[src/rtl/asin_deg_if.sv]
// -----------------------------------------------------------------------------
// asin_deg_if
//   Request/response bundle between the calculator datapath and the asin_deg
//   block.
//
//   Handshake (start/done/error):
//     - master raises start for one cycle with a valid; the block samples it
//       only while idle, and any start seen while busy is dropped.
//     - the block raises done for exactly one cycle when result is valid;
//       error is high in that same cycle for invalid operands and low at
//       all other times.
//     - result holds its value until the next completed operation.
//
//   Signals:
//     start  : one-cycle request (master -> block)
//     a      : IEEE754 single operand (master -> block)
//     result : IEEE754 single, arcsin(a) in degrees (block -> master)
//     error  : invalid-operand flag, qualified by done (block -> master)
//     done   : one-cycle completion pulse (block -> master)
// -----------------------------------------------------------------------------
interface asin_deg_if;
    logic        start;
    logic [31:0] a;
    logic [31:0] result;
    logic        error;
    logic        done;

    modport master (
        output start,
        output a,
        input  result,
        input  error,
        input  done
    );

    modport slave (
        input  start,
        input  a,
        output result,
        output error,
        output done
    );
endinterface

[src/rtl/asin_deg.sv]
// -----------------------------------------------------------------------------
// asin_deg
//   arcsin of an IEEE754 single in [-1,1], returned in degrees as IEEE754.
//   Flow: unpack to signed fixed point, double-iteration arcsine CORDIC
//   (one iteration per cycle), radian-to-degree scaling, repack to float.
//
//   Ports:
//     clk         : rising-edge clock
//     rst         : synchronous, active-low reset
//     bus         : asin_deg_if.slave (start, a, result, error, done)
//     dbg_state_o : current FSM state encoding
//
//   Parameters:
//     ITER : CORDIC iterations (8..16)
//     FRAC : fraction bits of the internal fixed point; datapath is FRAC+4 wide
// -----------------------------------------------------------------------------
module asin_deg #(
    parameter int ITER = 14,
    parameter int FRAC = 16
) (
    input  logic       clk,
    input  logic       rst,
    asin_deg_if.slave  bus,
    output logic [2:0] dbg_state_o
);
    localparam int W  = FRAC + 4;    // CORDIC datapath width
    localparam int DW = FRAC + 12;   // degree value: sign + 7 integer bits + margin
    localparam int PW = W + 18;      // z * degree constant product width
    localparam int LW = $clog2(DW);

    localparam logic [31:0] NAN_Q  = 32'hFFC00000;
    localparam logic [31:0] POS_90 = 32'h42B40000;
    localparam logic [31:0] NEG_90 = 32'hC2B40000;
    localparam logic signed [W-1:0] ONE = {3'b000, 1'b1, {FRAC{1'b0}}};
    // 180/pi in Q6.10
    localparam logic signed [17:0] DEG_K = 18'sd58672;

    typedef enum logic [2:0] {
        S_IDLE   = 3'd0,
        S_UNPACK = 3'd1,
        S_CORDIC = 3'd2,
        S_SCALE  = 3'd3,
        S_PACK   = 3'd4,
        S_OUTPUT = 3'd5
    } state_t;

    state_t               state_q, state_d;
    logic [31:0]          a_q, a_d;
    logic signed [W-1:0]  x_q, x_d, y_q, y_d, z_q, z_d, t_q, t_d;
    logic [3:0]           iter_q, iter_d;
    logic signed [DW-1:0] deg_q, deg_d;
    logic [31:0]          res_q, res_d;      // staged answer awaiting OUTPUT
    logic                 err_q, err_d;
    logic [31:0]          result_q, result_d;
    logic                 error_q, error_d;
    logic                 done_q, done_d;

    // atan(2^-i) stored in Q30 and trimmed to FRAC fraction bits.
    function automatic logic signed [W-1:0] atan_rom(input logic [3:0] idx);
        logic [31:0] q30;
        case (idx)
            4'd0:    q30 = 32'd843314856;
            4'd1:    q30 = 32'd497837829;
            4'd2:    q30 = 32'd263043836;
            4'd3:    q30 = 32'd133525158;
            4'd4:    q30 = 32'd67021686;
            4'd5:    q30 = 32'd33543515;
            4'd6:    q30 = 32'd16775850;
            4'd7:    q30 = 32'd8388437;
            4'd8:    q30 = 32'd4194282;
            4'd9:    q30 = 32'd2097149;
            4'd10:   q30 = 32'd1048575;
            4'd11:   q30 = 32'd524287;
            4'd12:   q30 = 32'd262143;
            4'd13:   q30 = 32'd131071;
            4'd14:   q30 = 32'd65535;
            default: q30 = 32'd32767;
        endcase
        return W'(q30 >> (30 - FRAC));
    endfunction

    // ---------------- unpack datapath ----------------
    logic                 a_sign;
    logic [7:0]           a_exp;
    logic [22:0]          a_man;
    logic [7:0]           sh_amt;
    logic [23:0]          sig_sh;
    logic signed [W-1:0]  t0_mag, t0;

    assign a_sign = a_q[31];
    assign a_exp  = a_q[30:23];
    assign a_man  = a_q[22:0];

    always_comb begin
        // (1.m) is Q1.23; shifting by (127-e) aligns it, a further 23-FRAC
        // drops to FRAC fraction bits.
        sh_amt = 8'd127 - a_exp + 8'(23 - FRAC);
        sig_sh = {1'b1, a_man} >> sh_amt;
        t0_mag = W'(sig_sh);
        t0     = a_sign ? -t0_mag : t0_mag;
    end

    // ---------------- CORDIC step ----------------
    logic                 d_pos;
    logic signed [W-1:0]  xs0, ys0, x1, y1, xs1, ys1, x2, y2, ang, z_n, t_n;

    always_comb begin
        d_pos = ((y_q <= t_q) == !x_q[W-1]);
        xs0   = x_q >>> iter_q;
        ys0   = y_q >>> iter_q;
        x1    = d_pos ? (x_q - ys0) : (x_q + ys0);
        y1    = d_pos ? (y_q + xs0) : (y_q - xs0);
        xs1   = x1 >>> iter_q;
        ys1   = y1 >>> iter_q;
        x2    = d_pos ? (x1 - ys1) : (x1 + ys1);
        y2    = d_pos ? (y1 + xs1) : (y1 - xs1);
        ang   = atan_rom(iter_q) <<< 1;
        z_n   = d_pos ? (z_q + ang) : (z_q - ang);
        // two rotations grow |(x,y)| by (1+2^-2i); track that in t
        t_n   = t_q + (t_q >>> {iter_q, 1'b0});
    end

    // ---------------- scale and pack ----------------
    logic signed [PW-1:0] prod;
    logic                 deg_neg;
    logic [DW-1:0]        deg_mag;
    logic [LW-1:0]        lead;
    logic [DW+22:0]       norm;
    logic [7:0]           pk_exp;
    logic [31:0]          packed_res;

    assign prod = z_q * DEG_K;

    always_comb begin
        deg_neg = deg_q[DW-1];
        deg_mag = deg_neg ? -deg_q : deg_q;
        lead    = '0;
        for (int i = 0; i < DW; i++) begin
            if (deg_mag[i]) lead = LW'(i);
        end
        // leading one lands on bit DW+22; the 23 bits below it are the mantissa
        norm       = {deg_mag, 23'b0} << (LW'(DW - 1) - lead);
        pk_exp     = 8'(lead) + 8'(127 - FRAC);
        packed_res = (deg_mag == '0) ? 32'h0000_0000
                                     : {deg_neg, pk_exp, norm[DW+21 -: 23]};
    end

    logic unused_bits;
    assign unused_bits = ^{prod[9:0], norm[DW+22], norm[DW-2:0]};

    // ---------------- next state ----------------
    always_comb begin
        state_d  = state_q;
        a_d      = a_q;
        x_d      = x_q;
        y_d      = y_q;
        z_d      = z_q;
        t_d      = t_q;
        iter_d   = iter_q;
        deg_d    = deg_q;
        res_d    = res_q;
        err_d    = err_q;
        result_d = result_q;
        error_d  = error_q;
        done_d   = done_q;

        case (state_q)
            S_IDLE: begin
                done_d  = 1'b0;
                error_d = 1'b0;
                // the idle cycle that retires a done pulse does not accept a
                // request, so a held start repeats every ITER+6 cycles
                if (bus.start && !done_q) begin
                    a_d     = bus.a;
                    state_d = S_UNPACK;
                end
            end
            S_UNPACK: begin
                if (a_exp == 8'hFF || a_exp > 8'd127 ||
                    (a_exp == 8'd127 && a_man != '0)) begin
                    res_d   = NAN_Q;
                    err_d   = 1'b1;
                    state_d = S_OUTPUT;
                end else if (a_exp == 8'd127) begin
                    res_d   = a_sign ? NEG_90 : POS_90;
                    err_d   = 1'b0;
                    state_d = S_OUTPUT;
                end else if (a_exp < 8'd112) begin
                    res_d   = 32'h0000_0000;
                    err_d   = 1'b0;
                    state_d = S_OUTPUT;
                end else begin
                    x_d     = ONE;
                    y_d     = '0;
                    z_d     = '0;
                    t_d     = t0;
                    iter_d  = '0;
                    err_d   = 1'b0;
                    state_d = S_CORDIC;
                end
            end
            S_CORDIC: begin
                x_d    = x2;
                y_d    = y2;
                z_d    = z_n;
                t_d    = t_n;
                iter_d = iter_q + 4'd1;
                if (iter_q == 4'(ITER - 1)) state_d = S_SCALE;
            end
            S_SCALE: begin
                deg_d   = prod[DW+9:10];
                state_d = S_PACK;
            end
            S_PACK: begin
                res_d   = packed_res;
                state_d = S_OUTPUT;
            end
            S_OUTPUT: begin
                result_d = res_q;
                error_d  = err_q;
                done_d   = 1'b1;
                state_d  = S_IDLE;
            end
            default: state_d = S_IDLE;
        endcase
    end

    always_ff @(posedge clk) begin
        if (!rst) begin
            state_q  <= S_IDLE;
            a_q      <= '0;
            x_q      <= '0;
            y_q      <= '0;
            z_q      <= '0;
            t_q      <= '0;
            iter_q   <= '0;
            deg_q    <= '0;
            res_q    <= '0;
            err_q    <= 1'b0;
            result_q <= '0;
            error_q  <= 1'b0;
            done_q   <= 1'b0;
        end else begin
            state_q  <= state_d;
            a_q      <= a_d;
            x_q      <= x_d;
            y_q      <= y_d;
            z_q      <= z_d;
            t_q      <= t_d;
            iter_q   <= iter_d;
            deg_q    <= deg_d;
            res_q    <= res_d;
            err_q    <= err_d;
            result_q <= result_d;
            error_q  <= error_d;
            done_q   <= done_d;
        end
    end

    assign bus.result  = result_q;
    assign bus.error   = error_q;
    assign bus.done    = done_q;
    assign dbg_state_o = state_q;
endmodule
[src/flat_wrapper.sv]
// flat-port wrapper written by rule: the top's interface ports become plain ports
module asin_deg_flat 
#(
    parameter int ITER = 14,
    parameter int FRAC = 16
)
  (clk, rst, dbg_state_o, bus_start, bus_a, bus_result, bus_error, bus_done);
  asin_deg_if bus_i ();
  input  logic clk;
  input  logic rst;
  output logic [2:0] dbg_state_o;
  input wire logic [$bits(bus_i.start)-1:0] bus_start;
  input wire logic [$bits(bus_i.a)-1:0] bus_a;
  output wire logic [$bits(bus_i.result)-1:0] bus_result;
  output wire logic [$bits(bus_i.error)-1:0] bus_error;
  output wire logic [$bits(bus_i.done)-1:0] bus_done;
  assign bus_i.start = bus_start;
  assign bus_i.a = bus_a;
  assign bus_result = bus_i.result;
  assign bus_error = bus_i.error;
  assign bus_done = bus_i.done;
  asin_deg #(.ITER(ITER), .FRAC(FRAC)) u_core (.clk(clk), .rst(rst), .bus(bus_i), .dbg_state_o(dbg_state_o));
endmodule
[config.mk]
export PLATFORM = sky130hd
export DESIGN_NAME = asin_deg_flat
export DESIGN_NICKNAME = d
export VERILOG_FILES = /design/src/rtl/asin_deg_if.sv /design/src/rtl/asin_deg.sv /design/src/flat_wrapper.sv
export SDC_FILE = /design/constraint.sdc
export NUM_CORES = 2
export LEC_CHECK = 0
export CORE_MARGIN = 2
export CORE_UTILIZATION = 45
export CTS_CLUSTER_DIAMETER = 50
export DETAILED_ROUTE_END_ITERATION = 16
export MAX_ROUTING_LAYER = met4
export PLACE_DENSITY = 0.58
export SYNTH_ARGS = -nofsm -noshare
export SYNTH_HDL_FRONTEND = slang
export SYNTH_SLANG_ARGS = --single-unit
[constraint.sdc]
create_clock -name clk -period 12.1 [get_ports clk]
set_input_delay 1.815 -clock clk [delete_from_list [all_inputs] [get_ports clk]]
set_output_delay 1.815 -clock clk [all_outputs]
set_load 0.02 [all_outputs]
; ---- Yosys cells after proc, flatten, opt, wreduce, memory -nomap -nowiden
; Memory sizes are Yosys's and may differ from the RTL's. A register that Yosys moved wholly into a read port is not among the register bits.
; Cells that the tools add are included.
; W data, S select, Z words.
[op_classes]
addsub = 18
n_mul = 1
div_mod_pow = 0
order_cmp = 3
n_eq_ne = 15
shift = 7
n_mux = 68
bitwise = 0
n_reduce_logical = 16
[ops]
columns = op, n
row1 = $mux W20, 15
row2 = $mux W32, 5
row3 = $pmux W20 S2, 4
row4 = $add A20 B20 Y20, 6
row5 = $sub A20 B20 Y20, 5
row6 = $sshr A20 B4 Y20, 4
row7 = $pmux W32 S2, 1
row8 = $mux W5, 12
row9 = $mux W4, 13
row10 = $shl A51 B5 Y50, 1
row11 = $mul A20 B13 Y33 const B, 1
row12 = $logic_not A28 Y1, 1
row13 = $mux W28, 1
row14 = $neg A28 Y28, 1
row15 = $mux W3, 9
row16 = $shr A24 B8 Y20, 1
row17 = $reduce_bool A23 Y1, 1
row18 = $le A20 B20 Y1, 1
row19 = $neg A20 Y20, 1
row20 = $sshr A20 B5 Y20, 1
row21 = $pmux W3 S5, 1
row22 = $add A5 B7 Y8 const B, 1
row23 = $add A8 B3 Y8 const B, 1
row24 = $eq A8 B7 Y1 const B, 1
row25 = 25 further kinds, 40
[totals]
reg_bits = 214
latch_bits = 0
ram_bits = 0
romBits = 480
word_cells = 142
n_memories = 1
[mem_list]
columns = memory, depth, width, read_ports, rd_ports_with_merged_regs, write_ports, line_no
row1 = (no name shown), 16, 30, 1, 1, 0, asin_deg.sv:61  ; case (idx)

; ---- Longest topological paths before layout
[logic_depth]
word_depth = 33
ltp_mapped = 45
mapped_depth_nobuf = 41

; ---- Worst setup path after synthesis
; Ideal clock, no wire load.
[synth_timing]
path_type = flip-flop to flip-flop
startpoint = register u_core.t_q[7]
endpoint = register u_core.y_q[18]
setup_time_ns = 0.130
arrival_time_ns = 9.135
t_required_ns = 11.970
setup_slack_ns = 2.835
path_stages_with_launch = 42
path_cell_list = dfxtp_1 -> inv_1 -> ha_1 -> a211oi_1 -> nor2_1 -> o41a_1 -> o31a_1 -> o21a_1 -> clkbuf_1 -> xnor2_1 -> clkbuf_1 -> buf_1 -> a21oi_1 -> xnor2_1 -> ha_1 -> clkbuf_1 -> nand3_1 -> nand4_1 -> [6 not listed] -> o31ai_1 -> nand3_1 -> nand2_1 -> xor2_1 -> ha_1 -> a21oi_1 -> o21ai_0 -> a21o_1 -> a21o_1 -> a21o_1 -> a21o_1 -> a2111o_1 -> a31oi_1 -> nand2b_1 -> a21oi_1 -> o41ai_1 -> xor2_1 -> o21ai_0
[synth_between]
elab_chain_len = 7
[synth_lines]
columns = element, line_no
row1 = start: declaration, asin_deg.sv:49  ; logic signed [W-1:0] x_q, x_d, y_q, y_d, z_q, z_d, t_q, t_d;
row2 = start signal: assignment, asin_deg.sv:249  ; t_q <= t_d;
row3 = $le A20 B20 Y1 *, asin_deg.sv:108  ; d_pos = ((y_q <= t_q) == !x_q[W-1]);
row4 = $eq A1 B1 Y1 *, asin_deg.sv:108
row5 = $mux W20, asin_deg.sv:111  ; x1 = d_pos ? (x_q - ys0) : (x_q + ys0);
row6 = $sshr A20 B4 Y20, asin_deg.sv:113  ; xs1 = x1 >>> iter_q;
row7 = $sub A20 B20 Y20 or $add A20 B20 Y20 (tied branches), asin_deg.sv:116  ; y2 = d_pos ? (y1 + xs1) : (y1 - xs1);
row8 = $mux W20 *, asin_deg.sv:116
row9 = $pmux W20 S2 *, asin_deg.sv:167  ; case (state_q)
row10 = end signal: assignment, asin_deg.sv:247  ; y_q <= y_d;
row11 = end: declaration, asin_deg.sv:49
; Mark *: on every way between the ends. The rest lies on a longest branch, timed or not.
; A chain may end at the register's enable or synchronous reset.

; ---- Worst setup path in the final report
[layout_timing]
startpoint = register u_core.iter_q[0]
endpoint = register u_core.x_q[18]
[layout_between]
elab_chain_len = 7
[layout_lines]
columns = element, line_no
row1 = start: declaration, asin_deg.sv:50  ; logic [3:0] iter_q, iter_d;
row2 = start signal: assignment, asin_deg.sv:250  ; iter_q <= iter_d;
row3 = $sshr A20 B4 Y20, asin_deg.sv:109  ; xs0 = x_q >>> iter_q;
row4 = $sub A20 B20 Y20 or $add A20 B20 Y20 (tied branches), asin_deg.sv:112  ; y1 = d_pos ? (y_q + xs0) : (y_q - xs0);
row5 = $mux W20, asin_deg.sv:112
row6 = $sshr A20 B4 Y20, asin_deg.sv:114  ; ys1 = y1 >>> iter_q;
row7 = $add A20 B20 Y20 or $sub A20 B20 Y20 (tied branches), asin_deg.sv:115  ; x2 = d_pos ? (x1 - ys1) : (x1 + ys1);
row8 = $mux W20 *, asin_deg.sv:115
row9 = $pmux W20 S2 *, asin_deg.sv:167
row10 = end signal: assignment, asin_deg.sv:232  ; x_q <= '0;
row11 = end signal: assignment, asin_deg.sv:246  ; x_q <= x_d;
row12 = end: declaration, asin_deg.sv:49
; Marked as above.

==> impl_summary.txt <==
----------------------------------------------------
[Floorplanning]
  Starting density of the core ... 0.457
  Placeable core region ... 67400 um^2
  Number of cell rows ... 95
  Top-level port count ... 72
  Die H ... 266 um
  DIE WIDTH ... 266 um
  Overall die area ... 70500 um^2

[Setup path]
  Launch instance of the worst register-to-register path ... u_core.iter_q[0]$_SDFFE_PN0P_
  WS Path Type ... reg -> reg
  Worst endpoint data arrival time ... 11640 ps
  Kind of end point of the critical path ... flop
  Required time of the critical path ... 12540 ps
  Critical Path Start Type ... flop
  Worst setup path startpoint ... u_core.iter_q[0]$_SDFFE_PN0P_
  Crit path largest cell delay ... 1110 ps
  Worst path slowest cell ... sky130_fd_sc_hd__a2111oi_1
  Top fanout value on the critical path ... 60

[GRT]
  Met2 Use GR ... 0.473
  Residual overflow from global routing ... 0
  GR Util All Layers ... 0.318
  Maximum number of pins on one net before global-route repair ... 93
  Global-route track usage on met3 ... 0.0406
  Peak-usage layer in the global routing report ... met2
  Antenna violations before repair ... 7
  Number of global-route vias before repair ... 28200
  Met1 usage in global routing ... 0.437
  Global-route wire length before repair ... 171 mm

[Final layout]
  Final non-filler cell total ... 4863
  Final Util ... 0.499
  Total number of nets in the final design ... 4338
  Fraction of layout cells with a size suffix above 1 ... 0.0831
  Count of fill cells added during filler insertion ... 6773
  Area growth syn-to-layout ... 9.23%

[STA]
  Final setup vio count ... 0
  Slew at the pin closest to its max-slew limit ... 1340 ps
  Normalized max-slew margin ... 0.103
  Achievable frequency ... 89.3 MHz
  Setup repair after global routing missed its margin ... false
  Number of failing hold endpoints at the final stage ... 0
  Post-Route Skew ... 31.2 ps
  Max-slew violation count ... 0
  Final cycle utilization of the critical path ... 0.926
  Minimum clock period ... 11200 ps
  Fin Setup TNS ... 0 ps
  Smallest hold slack ... 453 ps

[Place]
  Routability cong. ... 1.03
  Cell count after placement ... 4780
  Port bufs ... 71
  Sum of net half-perimeters after detailed placement ... 86.3 mm

[Synthesis]
  Multiplexer share of the synthesized area ... 0.0941
  Mapped Avg Cell Area ... 7.70 um^2
  Sequential element share of the synthesized area ... 0.148
  Largest family of logic cells by synthesized area ... compound AO/OA/AOI/OAI gates
  Share of synthesized cell area in full adder, half adder and majority cells ... 0.165
  Flip-flop and latch count after synthesis ... 228
  Distinct cells, synth ... 112
  Count of warnings emitted by yosys ... 0
  Post-synth top flop ... sky130_fd_sc_hd__dfxtp_1
  Post-synthesis simple-gate area fraction ... 0.209
  Number of flops mapped to enable cells by yosys ... 0
  Post-synthesis compound-gate area fraction ... 0.250
  Share of flip-flops with an asynchronous set or reset ... 0
  Synthesized cell area ... 30800 um^2
  Parity-gate share of the synthesized area counting xor and xnor cells ... 0.0694
  Synthesized instance count ... 4000

[CTS]
  Insertion delay of the later-clocked pin in the worst-skew pair ... 590 ps
  TritonCTS clock tree ... done
  Setup fix buffers added after clock tree synthesis ... 0
  Clock root buffer ... sky130_fd_sc_hd__clkbuf_16
  Post-CTS clock slew at the launch and capture registers of the worst setup and hold paths ... 60 ps
  Cts bufs inserted ... 42
  Clock buffer depth ... 3
  Count of H-tree levels built during CTS ... 2
  # hold bufs at CTS ... 0
  Number of gates resized after cts ... 0
  Count of clock tree sinks ... 228

[Routing]
  1st-iter DRT viols ... 3317
  Via/cell ratio ... 6.24
  Antenna Nets Post-Route ... 0
  Total iterations of the first detailed-routing run ... 6
  Routed wire per std cell ... 22.8 um
  Vias after detailed routing ... 30400
  Total Routed Length ... 111 mm
  Remaining design rule violation count ... 0

[Power and ir drop]
  Worst vdd rail ir drop ... 0.143 mV
  Relative contribution of combinational cells to total power ... 0.141
  Relative contribution of the clock network to total power ... 0.519
  Sequential fraction of design power ... 0.341
  Total leakage power ... 14.5 nW
  Switching power ... 0.000699 W
  Pwr/cell area ... 68.9 nW/um^2
  Internal cell power ... 0.00162 W
  Switching power share of the total ... 0.301

[Hold path]
  Worst Hold Launch ... u_core.res_q[22]$_SDFFE_PN0P_
  Path category of the worst min-delay check ... reg -> reg

[Flow run]
  Max-cap viol count ... 0

[Run status]
  Result of the run ... complete, no violations

----------------------------------------------------
[through the flow]
stage | power [W] | area, um^2 | setup slack (ps)
2_1_floorplan | 0.00103 | 30800 | 2830
3_3_place_gp | 0.00113 | 32200 | 1230
3_5_place_dp | 0.00113 | 32200 | 1170
4_1_cts | 0.00234 | 33600 | 1130
5_1_grt | 0.00241 | 33600 | 359
6_report | 0.00232 | 33600 | 896
[Yosys cell counts (15+ instances only)]
library cell                instances  area, um^2
sky130_fd_sc_hd__nand2_1          451        1690
sky130_fd_sc_hd__nor2b_1           59         369
sky130_fd_sc_hd__or2_2             26         163
sky130_fd_sc_hd__a21oi_1          233        1170
sky130_fd_sc_hd__fa_1              88        1760
sky130_fd_sc_hd__o21ai_1           17        85.1
sky130_fd_sc_hd__mux4_2            47        1060
sky130_fd_sc_hd__xor2_1            99         867
sky130_fd_sc_hd__a21boi_0          85         638
sky130_fd_sc_hd__nand3_1          125         626
sky130_fd_sc_hd__o211a_1           19         190
sky130_fd_sc_hd__o21ai_0          241        1210
sky130_fd_sc_hd__or3_1             24         150
sky130_fd_sc_hd__o21a_1            39         293
sky130_fd_sc_hd__and3_1            33         206
sky130_fd_sc_hd__o221ai_1          17         149
sky130_fd_sc_hd__nor2_1           255         957
sky130_fd_sc_hd__a21o_1            54         405
sky130_fd_sc_hd__buf_2             20         100
sky130_fd_sc_hd__a2111oi_0         16         140
sky130_fd_sc_hd__a221oi_1          15         131
sky130_fd_sc_hd__nand4_1           22         138
sky130_fd_sc_hd__a31oi_1           53         332
sky130_fd_sc_hd__nand2b_1          43         269
sky130_fd_sc_hd__a22oi_1           27         203
sky130_fd_sc_hd__dfxtp_1          228        4560
sky130_fd_sc_hd__mux2i_1          105        1050
sky130_fd_sc_hd__buf_1             38         143
sky130_fd_sc_hd__a211oi_1          47         353
sky130_fd_sc_hd__inv_1            270        1010
sky130_fd_sc_hd__o211ai_1          30         225
sky130_fd_sc_hd__and2_1            84         526
sky130_fd_sc_hd__o31ai_1           41         308
sky130_fd_sc_hd__mux2_2            47         529
sky130_fd_sc_hd__ha_1             264        3300
sky130_fd_sc_hd__clkbuf_1         167         627
sky130_fd_sc_hd__xnor2_1          145        1270
sky130_fd_sc_hd__nor4_1            27         169
sky130_fd_sc_hd__o22ai_1           27         169
sky130_fd_sc_hd__nor3_1            97         485
[cells by family (layout without fill, tap and decap cells)]
kind of cell | after synthesis | count (layout)
adder cells (fa/ha/maj) | 352 | 352
flip-flops | 228 | 228
multiplexers | 210 | 210
AND/OR/NAND/NOR | 1318 | 1318
other | 1 | 10
AO/OA/AOI/OAI | 1139 | 1139
XOR/XNOR | 244 | 244
buffers and inverters | 508 | 489
[worst paths after layout]
check                                       endpoint  slack (ps)  depth (start not counted)
setup / recovery         u_core.x_q[18]$_SDFFE_PN0P_         900                         35
setup reg to reg         u_core.x_q[18]$_SDFFE_PN0P_         900                         35
hold reg to reg   u_core.bus.result[22]$_SDFFE_PN0P_         450                          2
hold / removal    u_core.bus.result[22]$_SDFFE_PN0P_         450                          2
[area by class of cell]
class	instances	area [um^2]	share of cell area
diodes	7	17.5	0.000521
clock buffers	49	1120	0.0333
clock inverters	27	290	0.00863
inverters	274	1030	0.0306
multi-input cells	3266	24300	0.722
flip-flops and latches	228	4580	0.136
well taps	873	1090	0.0325
repair buffers	139	1220	0.0364
[cells in the final DEF, fill, tap and decap left out, types with 26 or more instances in the layout]
cell,n
sky130_fd_sc_hd__nand2_1,449
sky130_fd_sc_hd__o21ai_0,241
sky130_fd_sc_hd__o22ai_1,27
sky130_fd_sc_hd__nand2b_1,43
sky130_fd_sc_hd__a21o_1,54
sky130_fd_sc_hd__nor4_1,26
sky130_fd_sc_hd__dfxtp_1,224
sky130_fd_sc_hd__nand3_1,125
sky130_fd_sc_hd__nor2_1,253
sky130_fd_sc_hd__and2_1,83
sky130_fd_sc_hd__a22oi_1,27
sky130_fd_sc_hd__o211ai_1,30
sky130_fd_sc_hd__or2_2,26
sky130_fd_sc_hd__ha_1,264
sky130_fd_sc_hd__clkdlybuf4s50_1,70
sky130_fd_sc_hd__and3_1,33
sky130_fd_sc_hd__a211oi_1,47
sky130_fd_sc_hd__a21oi_1,233
sky130_fd_sc_hd__o21a_1,39
sky130_fd_sc_hd__xnor2_1,144
sky130_fd_sc_hd__o31ai_1,41
sky130_fd_sc_hd__nor2b_1,59
sky130_fd_sc_hd__mux2_2,47
sky130_fd_sc_hd__a31oi_1,53
sky130_fd_sc_hd__clkbuf_16,43
sky130_fd_sc_hd__inv_1,269
sky130_fd_sc_hd__mux2i_1,105
sky130_fd_sc_hd__nor3_1,95
sky130_fd_sc_hd__mux4_2,47
sky130_fd_sc_hd__buf_4,68
sky130_fd_sc_hd__xor2_1,98
sky130_fd_sc_hd__fa_1,88
sky130_fd_sc_hd__a21boi_0,85
[per-layer routing]
metal	wire length (um)	share of wire	vias to the layer above
met5	0	0	-
met4	4800	0.043	0
met3	8240	0.074	220
met2	47700	0.43	1214
met1	50400	0.45	14500
li1	-	-	14400
[sequential cells by signal, indices dropped and copies added, names as in the netlist]
name and flops:
u_core.a_q 32, u_core.ang 16, u_core.bus.done 1, u_core.bus.error 1, u_core.bus.result 32, u_core.dbg_state_o 3, u_core.deg_q 27, u_core.err_q 1
u_core.iter_q 4, u_core.res_q 32, u_core.t_q 20, u_core.x_q 20, u_core.y_q 20, u_core.z_q 19
[power by group through the flow]
stage | sequential [W] | combinational [W] | clock (W)
after global placement | 0.000805 | 0.000323 | 0
after global routing | 0.000792 | 0.000359 | 0.00126
final | 0.000790 | 0.000326 | 0.00120
after CTS | 0.000790 | 0.000323 | 0.00123
after detailed placement | 0.000806 | 0.000321 | 0
after floorplan | 0.000796 | 0.000233 | 0
[critical path: cells and delay by family (launching register included)]
family	cells	cell delay (ps)
simple gates	14	2990
xor+xnor	3	760
compound gates	13	3670
flops	1	860
buf+inv	1	690
fa+ha+maj	2	660
mux	2	1360
No activity file was read; power rests on OpenSTA's default activity.
